==> src/rtl/sensor_frame_packer.sv <==
// Sensor frame packer: clamps signed samples, packs up to NUM_WORDS of them into a
// frame with a trailing additive checksum, and drops partial frames that stall.
module sensor_frame_packer #(
  parameter int DATA_WIDTH     = 16,
  parameter int NUM_WORDS      = 15,
  parameter int CHECKSUM_WIDTH = 16,
  parameter int RANGE_LIMIT    = 10000,
  parameter int TIMEOUT_CYCLES = 1024
) (
  input  logic                                          clk,
  input  logic                                          rst,
  input  logic                                          in_valid,
  output logic                                          in_ready,
  input  logic [DATA_WIDTH-1:0]                         in_word,
  input  logic                                          in_last,
  output logic                                          frame_valid,
  input  logic                                          frame_ready,
  output logic [NUM_WORDS*DATA_WIDTH+CHECKSUM_WIDTH-1:0] frame_out,
  output logic                                          frame_clamped,
  output logic [7:0]                                    drop_count
);

  localparam int IDX_W  = $clog2(NUM_WORDS + 1);
  localparam int IDLE_W = $clog2(TIMEOUT_CYCLES + 1);
  localparam int PAY_W  = NUM_WORDS * DATA_WIDTH;

  localparam logic signed [DATA_WIDTH-1:0] POS_LIM  = DATA_WIDTH'(RANGE_LIMIT);
  localparam logic signed [DATA_WIDTH-1:0] NEG_LIM  = DATA_WIDTH'(-RANGE_LIMIT);
  localparam logic        [IDX_W-1:0]      LAST_IDX = IDX_W'(NUM_WORDS - 1);
  localparam logic        [IDLE_W-1:0]     IDLE_MAX = IDLE_W'(TIMEOUT_CYCLES - 1);

  typedef enum logic {COLLECT, EMIT} state_t;

  function automatic logic signed [DATA_WIDTH-1:0] clamp_sample(
    input logic signed [DATA_WIDTH-1:0] x
  );
    if (x > POS_LIM) return POS_LIM;
    if (x < NEG_LIM) return NEG_LIM;
    return x;
  endfunction

  function automatic logic [7:0] sat_inc8(input logic [7:0] x);
    return (x == 8'hFF) ? x : x + 8'd1;
  endfunction

  state_t                         state_q, state_d;
  logic        [IDX_W-1:0]        idx_q, idx_d;
  logic        [IDLE_W-1:0]       idle_q, idle_d;
  logic        [CHECKSUM_WIDTH-1:0] sum_q, sum_d;
  logic                           clamped_q, clamped_d;
  logic        [7:0]              drop_q, drop_d;
  logic signed [DATA_WIDTH-1:0]   words_q [NUM_WORDS];
  logic signed [DATA_WIDTH-1:0]   words_d [NUM_WORDS];

  logic                           accept;
  logic signed [DATA_WIDTH-1:0]   c_word;

  assign accept = in_valid && (state_q == COLLECT);
  assign c_word = clamp_sample($signed(in_word));

  always_comb begin
    state_d   = state_q;
    idx_d     = idx_q;
    idle_d    = idle_q;
    sum_d     = sum_q;
    clamped_d = clamped_q;
    drop_d    = drop_q;
    words_d   = words_q;

    case (state_q)
      COLLECT: begin
        if (accept) begin
          words_d[idx_q] = c_word;
          sum_d          = sum_q + CHECKSUM_WIDTH'($unsigned(c_word));
          clamped_d      = clamped_q | (c_word != $signed(in_word));
          idx_d          = idx_q + IDX_W'(1);
          idle_d         = '0;
          if (idx_q == LAST_IDX || in_last) state_d = EMIT;
        end else if (idx_q != '0) begin
          // A stalled partial frame is discarded once the idle budget runs out.
          if (idle_q == IDLE_MAX) begin
            idx_d     = '0;
            idle_d    = '0;
            sum_d     = '0;
            clamped_d = 1'b0;
            drop_d    = sat_inc8(drop_q);
            for (int i = 0; i < NUM_WORDS; i++) words_d[i] = '0;
          end else begin
            idle_d = idle_q + IDLE_W'(1);
          end
        end else begin
          idle_d = '0;
        end
      end
      EMIT: begin
        idle_d = '0;
        if (frame_ready) begin
          state_d   = COLLECT;
          idx_d     = '0;
          sum_d     = '0;
          clamped_d = 1'b0;
          for (int i = 0; i < NUM_WORDS; i++) words_d[i] = '0;
        end
      end
      default: state_d = COLLECT;
    endcase
  end

  always_ff @(posedge clk or posedge rst) begin
    if (rst) begin
      state_q   <= COLLECT;
      idx_q     <= '0;
      idle_q    <= '0;
      sum_q     <= '0;
      clamped_q <= 1'b0;
      drop_q    <= '0;
      for (int i = 0; i < NUM_WORDS; i++) words_q[i] <= '0;
    end else begin
      state_q   <= state_d;
      idx_q     <= idx_d;
      idle_q    <= idle_d;
      sum_q     <= sum_d;
      clamped_q <= clamped_d;
      drop_q    <= drop_d;
      words_q   <= words_d;
    end
  end

  // Outputs come straight from registers; slots fill in place so padding stays zero.
  always_comb begin
    frame_out = '0;
    for (int i = 0; i < NUM_WORDS; i++) frame_out[i*DATA_WIDTH +: DATA_WIDTH] = words_q[i];
    frame_out[PAY_W +: CHECKSUM_WIDTH] = sum_q;
  end

  assign in_ready      = (state_q == COLLECT);
  assign frame_valid   = (state_q == EMIT);
  assign frame_clamped = clamped_q;
  assign drop_count    = drop_q;

endmodule

==> config.mk <==
export PLATFORM = sky130hd
export DESIGN_NAME = sensor_frame_packer
export DESIGN_NICKNAME = d
export VERILOG_FILES = /design/src/rtl/sensor_frame_packer.sv
export SDC_FILE = /design/constraint.sdc
export NUM_CORES = 1
export LEC_CHECK = 0
export ABC_CLOCK_PERIOD_IN_PS = 9200
export CAP_MARGIN = 20
export CORE_UTILIZATION = 45
export DETAILED_ROUTE_END_ITERATION = 7
export PLACE_DENSITY = 0.79
export SLEW_MARGIN = 20
export SYNTH_ARGS = -nofsm -noshare
export SYNTH_HDL_FRONTEND = slang
export SYNTH_SLANG_ARGS = --single-unit
==> constraint.sdc <==
create_clock -name clk -period 9.2 [get_ports clk]
set_clock_uncertainty 0.05 [all_clocks]
set_input_delay 1.84 -clock clk [delete_from_list [all_inputs] [get_ports clk]]
set_output_delay 1.84 -clock clk [all_outputs]
set_load 0.01 [all_outputs]
[After elaboration in Yosys (flattened, before gate mapping)]
Cells that the tools add are included.
Word-level totals
  bits in registers: 281
  bits in latches: 0
  memory bits (writable): 0
  memory bits (read-only): 0
  bits of input ports: 21
  output and inout bits: 267
  word-level logic and storage cells: 85
  memories: 0
Operators by class
  $add $sub $neg: 4
  multiply operators: 0
  divide/modulo/power cells: 0
  magnitude comparators: 4
  equal/unequal tests: 7
  shift-type cells: 0
  multiplexer cells: 38
  bitwise logic cells: 5
  reduce and logical (&&, ||, !) cells: 6
Operators with widths (number)
  two-way mux 240 bit: 4
  case mux 240 bit (2 select lines): 1
  bitwise mux 240 bit: 1
  two-way mux 16 bit: 9
  demux 16 bit (select 4 bit): 1
  two-way mux 11 bit: 3
  case mux 16 bit (2 select lines): 1
  case mux 11 bit (2 select lines): 1
  adder 16 bit: 1
  greater-than comparator 16 x 15 -> 1 bit (second input constant): 1
  < comparator 16 x 15 -> 1 bit (second input constant): 1
  two-way mux 4 bit: 4
  inequality test 16 bit: 1
  adder 11 x 1 -> 11 bit (second input constant): 1
  equality test 11 x 10 -> 1 bit (second input constant): 1
  two-way mux 1 bit: 10
  adder 8 x 1 -> 8 bit (second input constant): 1
  equality test 8 bit (second input constant): 1
  case mux 4 bit (2 select lines): 1
  inequality test 3 x 1 -> 1 bit (second input constant): 2
  >= comparator 5 bit (second input constant): 1
  < comparator 5 x 1 -> 1 bit (second input constant): 1
  NOT 4 -> 5 bit: 1
  AND reduction 5 bit: 1
  10 further kinds: 14

[Longest topological paths before layout]
  depth after elaboration: 9
  depth in mapped cells: 17
  depth with buffers taken out: 16

[Worst setup path after synthesis]
Ideal clock, no wire load.
  path type: in2reg
  start: input port in_word[10]
  end: register sum_q[14]
  data arrival time: 4.863 ns
  required time: 9.003 ns
  path slack: 4.141 ns
  cell stages on the path: 16
  path through: nor3_1 > a21oi_1 > o211ai_1 > ha_1 > clkbuf_1 > o21ai_1 > clkbuf_1 > ha_1 > clkbuf_1 > a21o_1 > a21oi_1 > o21bai_1 > a21oi_1 > mux2i_1 > a41oi_1 > o311ai_0
On the way
  word-level cells in the longest chain between the ends: 8
  elaborated cells between the ends (all ways): 11
  classes of those cells: add/sub (1); order compare (2); mux (8)
Ends and longest elaborated chain
  from (decl): line 14  | input logic [DATA_WIDTH-1:0] in_word,
  < comparator 16 x 15 -> 1 bit: line 38  | if (x < NEG_LIM) return NEG_LIM;
  two-way mux 1 bit (2 in series): line 38
  two-way mux 16 bit: line 39  | return x;
  two-way mux 16 bit *: line 38
  adder 16 bit *: line 74  | sum_d = sum_q + CHECKSUM_WIDTH'($unsigned(c_word));
  two-way mux 16 bit *: line 72  | if (accept) begin
  case mux 16 bit (2 select lines) *: line 70  | case (state_q)
  to (signal assigned): line 122  | sum_q <= sum_d;
  to (decl): line 49  | logic [CHECKSUM_WIDTH-1:0] sum_q, sum_d;
Mark *: on every way between the ends. The rest lies on a longest branch, timed or not. The select of a mux whose other input is x is not followed.
A chain may end at the register's enable or synchronous reset.

[Worst setup path after layout]
Same ends and word-level chain as after synthesis.

==> qor.txt <==
CTS Buffer Depth: 3
Mapped Cells: 1016
Crit Path Max Fanout: 16
largest net degree at the start of global routing: 184
CTS sink cnt: 281
overall global routing resource usage: 27.8%
Final setup viols: 0
antenna viol nets, final: 0
vias per cell: 5.81
Max Fclk: 164 MHz
Final min period: 6.11 ns
pwr dens: 217 nW/um2
status: finished, final reports clean
async set-reset flop share out of synthesis: 100%
Syn. warnings: 0
CP dominant cell by count: a21oi_1
cts bufs inserted: 28
initial antenna violation count: 0
count leader, synth: dfrtp_1
max-slew violation count: 0
Hold Buf Count CTS: 0
htree depth: 1
area of the mapped netlist: 11600 um2
crit-path cells: clkdlybuf4s50_1 > nor3_1 > a21oi_1 > o211ai_1 > ha_1 > a21oi_1 > nand2_1 > inv_1 > ha_1 > inv_1 > fa_1 > o21ai_0 > a31oi_1 > o21bai_1 > a21oi_1 > a41oi_1 > o311ai_0
Crit. path cell count: 17
synthesis-to-layout area growth: 35.3%
setup bufs post-CTS: 0
Pleak: 7.04 nW
# IOs: 288
port bufs: 287
CTS clk-pin slew, worst paths: 0.06 ns
fin worst setup slack: 3.09 ns
die footprint: 26400 um2
Critical Path Sink Type: flop
Post-synth top cells: dfrtp_1 (281), a22o_1 (167), nand2_1 (117)
CP max stage cell: nand2_1
most used flip-flop cell after synthesis: dfrtp_1
cells on worst reg2reg path: 8
top-area cell type share of the netlist area: 60.8%
reg-to-reg slack, setup: 6.09 ns
Final period util: 66.4%
R2R Path Start: idx_q[3]
worst-skew pair later-pin latency: 0.54 ns
first-pass GRT wire length: 55.5 mm
Synth cell types: 51
drt first pass iters: 7
top cells by area, synth: dfrtp_1 (61%), a22o_1 (13%), o21ai_0 (4.2%), nand2_1 (3.8%), ha_1 (2.6%)
worst path arrival time: 6.45 ns
unrepaired setup endpoints after global routing: no
via count: 9429
final wirelength: 36.9 mm
slew margin rel.: 28.1%
CTS resizes: 0
setup TNS: 0 ns
crit path kind: in -> reg
Filler cells: 2019
final core utilization: 62.2%
total gr overflow: 0
cell taking the most area after synthesis: dfrtp_1
Hold Crit Start: frame_out[99]
root buffer cell: clkbuf_16
measured slew at the worst slew-check pin: 1.07 ns
final net count: 1317
Mapped Avg Cell Area: 11.4 um2
Starting DRT DRC Count: 696
share of layout cells above drive strength 1: 6.35%
total power draw: 3.40 mW
Synth Net Count: 1062
Max Cap Viol: 0
die outline width: 162 um
DP Wirelength: 24.8 mm
Worst Hold Depth: 2
Starting Density: 46.0%
cell row count: 58
routability cong.: 0.848
Antenna Cells: 0
Hold WS: 0.427 ns
CP Buf/Inv Count: 3
routed len/inst: 22.7 um
Fin. Hold Viols: 0
Critical Path RT: 9.54 ns
Crit path largest cell delay: 0.51 ns
pre-CTS setup slack: 2.60 ns
number of synthesized flops with an enable pin: 0
worst vdd ir: 122 uV
Yosys reg bits: 281
core region area: 25200 um2
CP delay by family, top: compound AO/OA/AOI/OAI gates
R2R Path End: frame_out[45]
Hold WC Path Type: reg -> reg
Die Y: 162 um
Hold EP: frame_out[99]
DRC: 0
CTS tree: done
number of global-route vias before repair: 9235
Startpoint Class: input port
sequential cell area fraction in the yosys report: 60.8%
## tightest hold or removal path, cell delays in order (launching register included)
cell	delay [ns]
dfrtp_1	0.34
nand2_1	0.05
o21ai_0	0.06
## worst max-delay path by stage
stage / from / to / slack [ns]
3_3_place_gp: in_word[10] / sum_q[14] / 2.76
4_1_cts: in_word[10] / sum_q[14] / 3.14
5_1_grt: in_word[10] / sum_q[14] / 2.73
3_5_place_dp: in_word[10] / sum_q[14] / 2.60
2_1_floorplan: rst / drop_count[0] / 3.59
6_report: in_word[10] / sum_q[14] / 3.09
## cells in the final DEF (no fill, tap or decap), types with 8 or more instances in the layout
cell type        Yosys  routed
ha_1                24      24
or2_1               11      11
dfrtp_1            281     281
nand3_1             28      28
clkinv_2             0       9
a22o_1             167     167
buf_4                0      18
xor2_1              12      12
clkdlybuf4s50_1      0     287
nor3_1               8       8
inv_1               22      21
o21ai_0             96      96
a21o_1              10      10
nand4_1             10      10
clkbuf_16            0      29
xnor2_1             14      14
a21oi_1             29      29
nand2_1            117     117
nor2_1              35      35
## kinds of logic after synthesis
family                     after synthesis  share of synthesized area, %
AOI/OAI and AO/OA                      341                          21.2
xor gates and xnor gates                26                          1.97
adders and majority gates               25                          2.77
buffers and inverters                  104                          3.86
DFF                                    281                          60.8
muxes                                    3                         0.270
and+or+nand+nor                        236                          9.22
## registers in the layout, summed over array words and instances (netlist names)
signal / cells
idx_q: 4
sum_q: 16
idle_q: 11
frame_out: 240
drop_count: 8
frame_valid: 1
frame_clamped: 1
## power by group
part	total, mW	leakage (nW)	switching, mW	internal [mW]
logic	0.805	2.70	0.462	0.343
registers	1.42	3.87	0.0908	1.33
clock network	1.17	0.467	0.484	0.690
## routing by layer
layer	share of wire, %	vias to the layer above	track usage (%)
li1	-	4164	-
met1	41	4743	37.5
met2	47	450	44.2
met3	9.2	72	6.80
met4	3.0	0	9.09
met5	0	-	0
## layout make-up
| class | instances | area, um2 | share of cell area, % |
|---|---|---|---|
| clock buffer | 35 | 788 | 5.03 |
| clock inverter | 16 | 165 | 1.05 |
| inverter | 22 | 86.3 | 0.551 |
| multi-input combinational | 631 | 4120 | 26.3 |
| sequential | 281 | 7030 | 44.9 |
| tap | 330 | 413 | 2.64 |
| timing repair buffer | 307 | 3060 | 19.5 |
## metrics by stage
step                std cells  instance area, um2
floorplan                1016               11600
global placement         1570               14700
detailed placement       1570               14700
CTS                      1621               15600
global route             1622               15700
finish                   1622               15700
(Power assumes the default switching activity.)
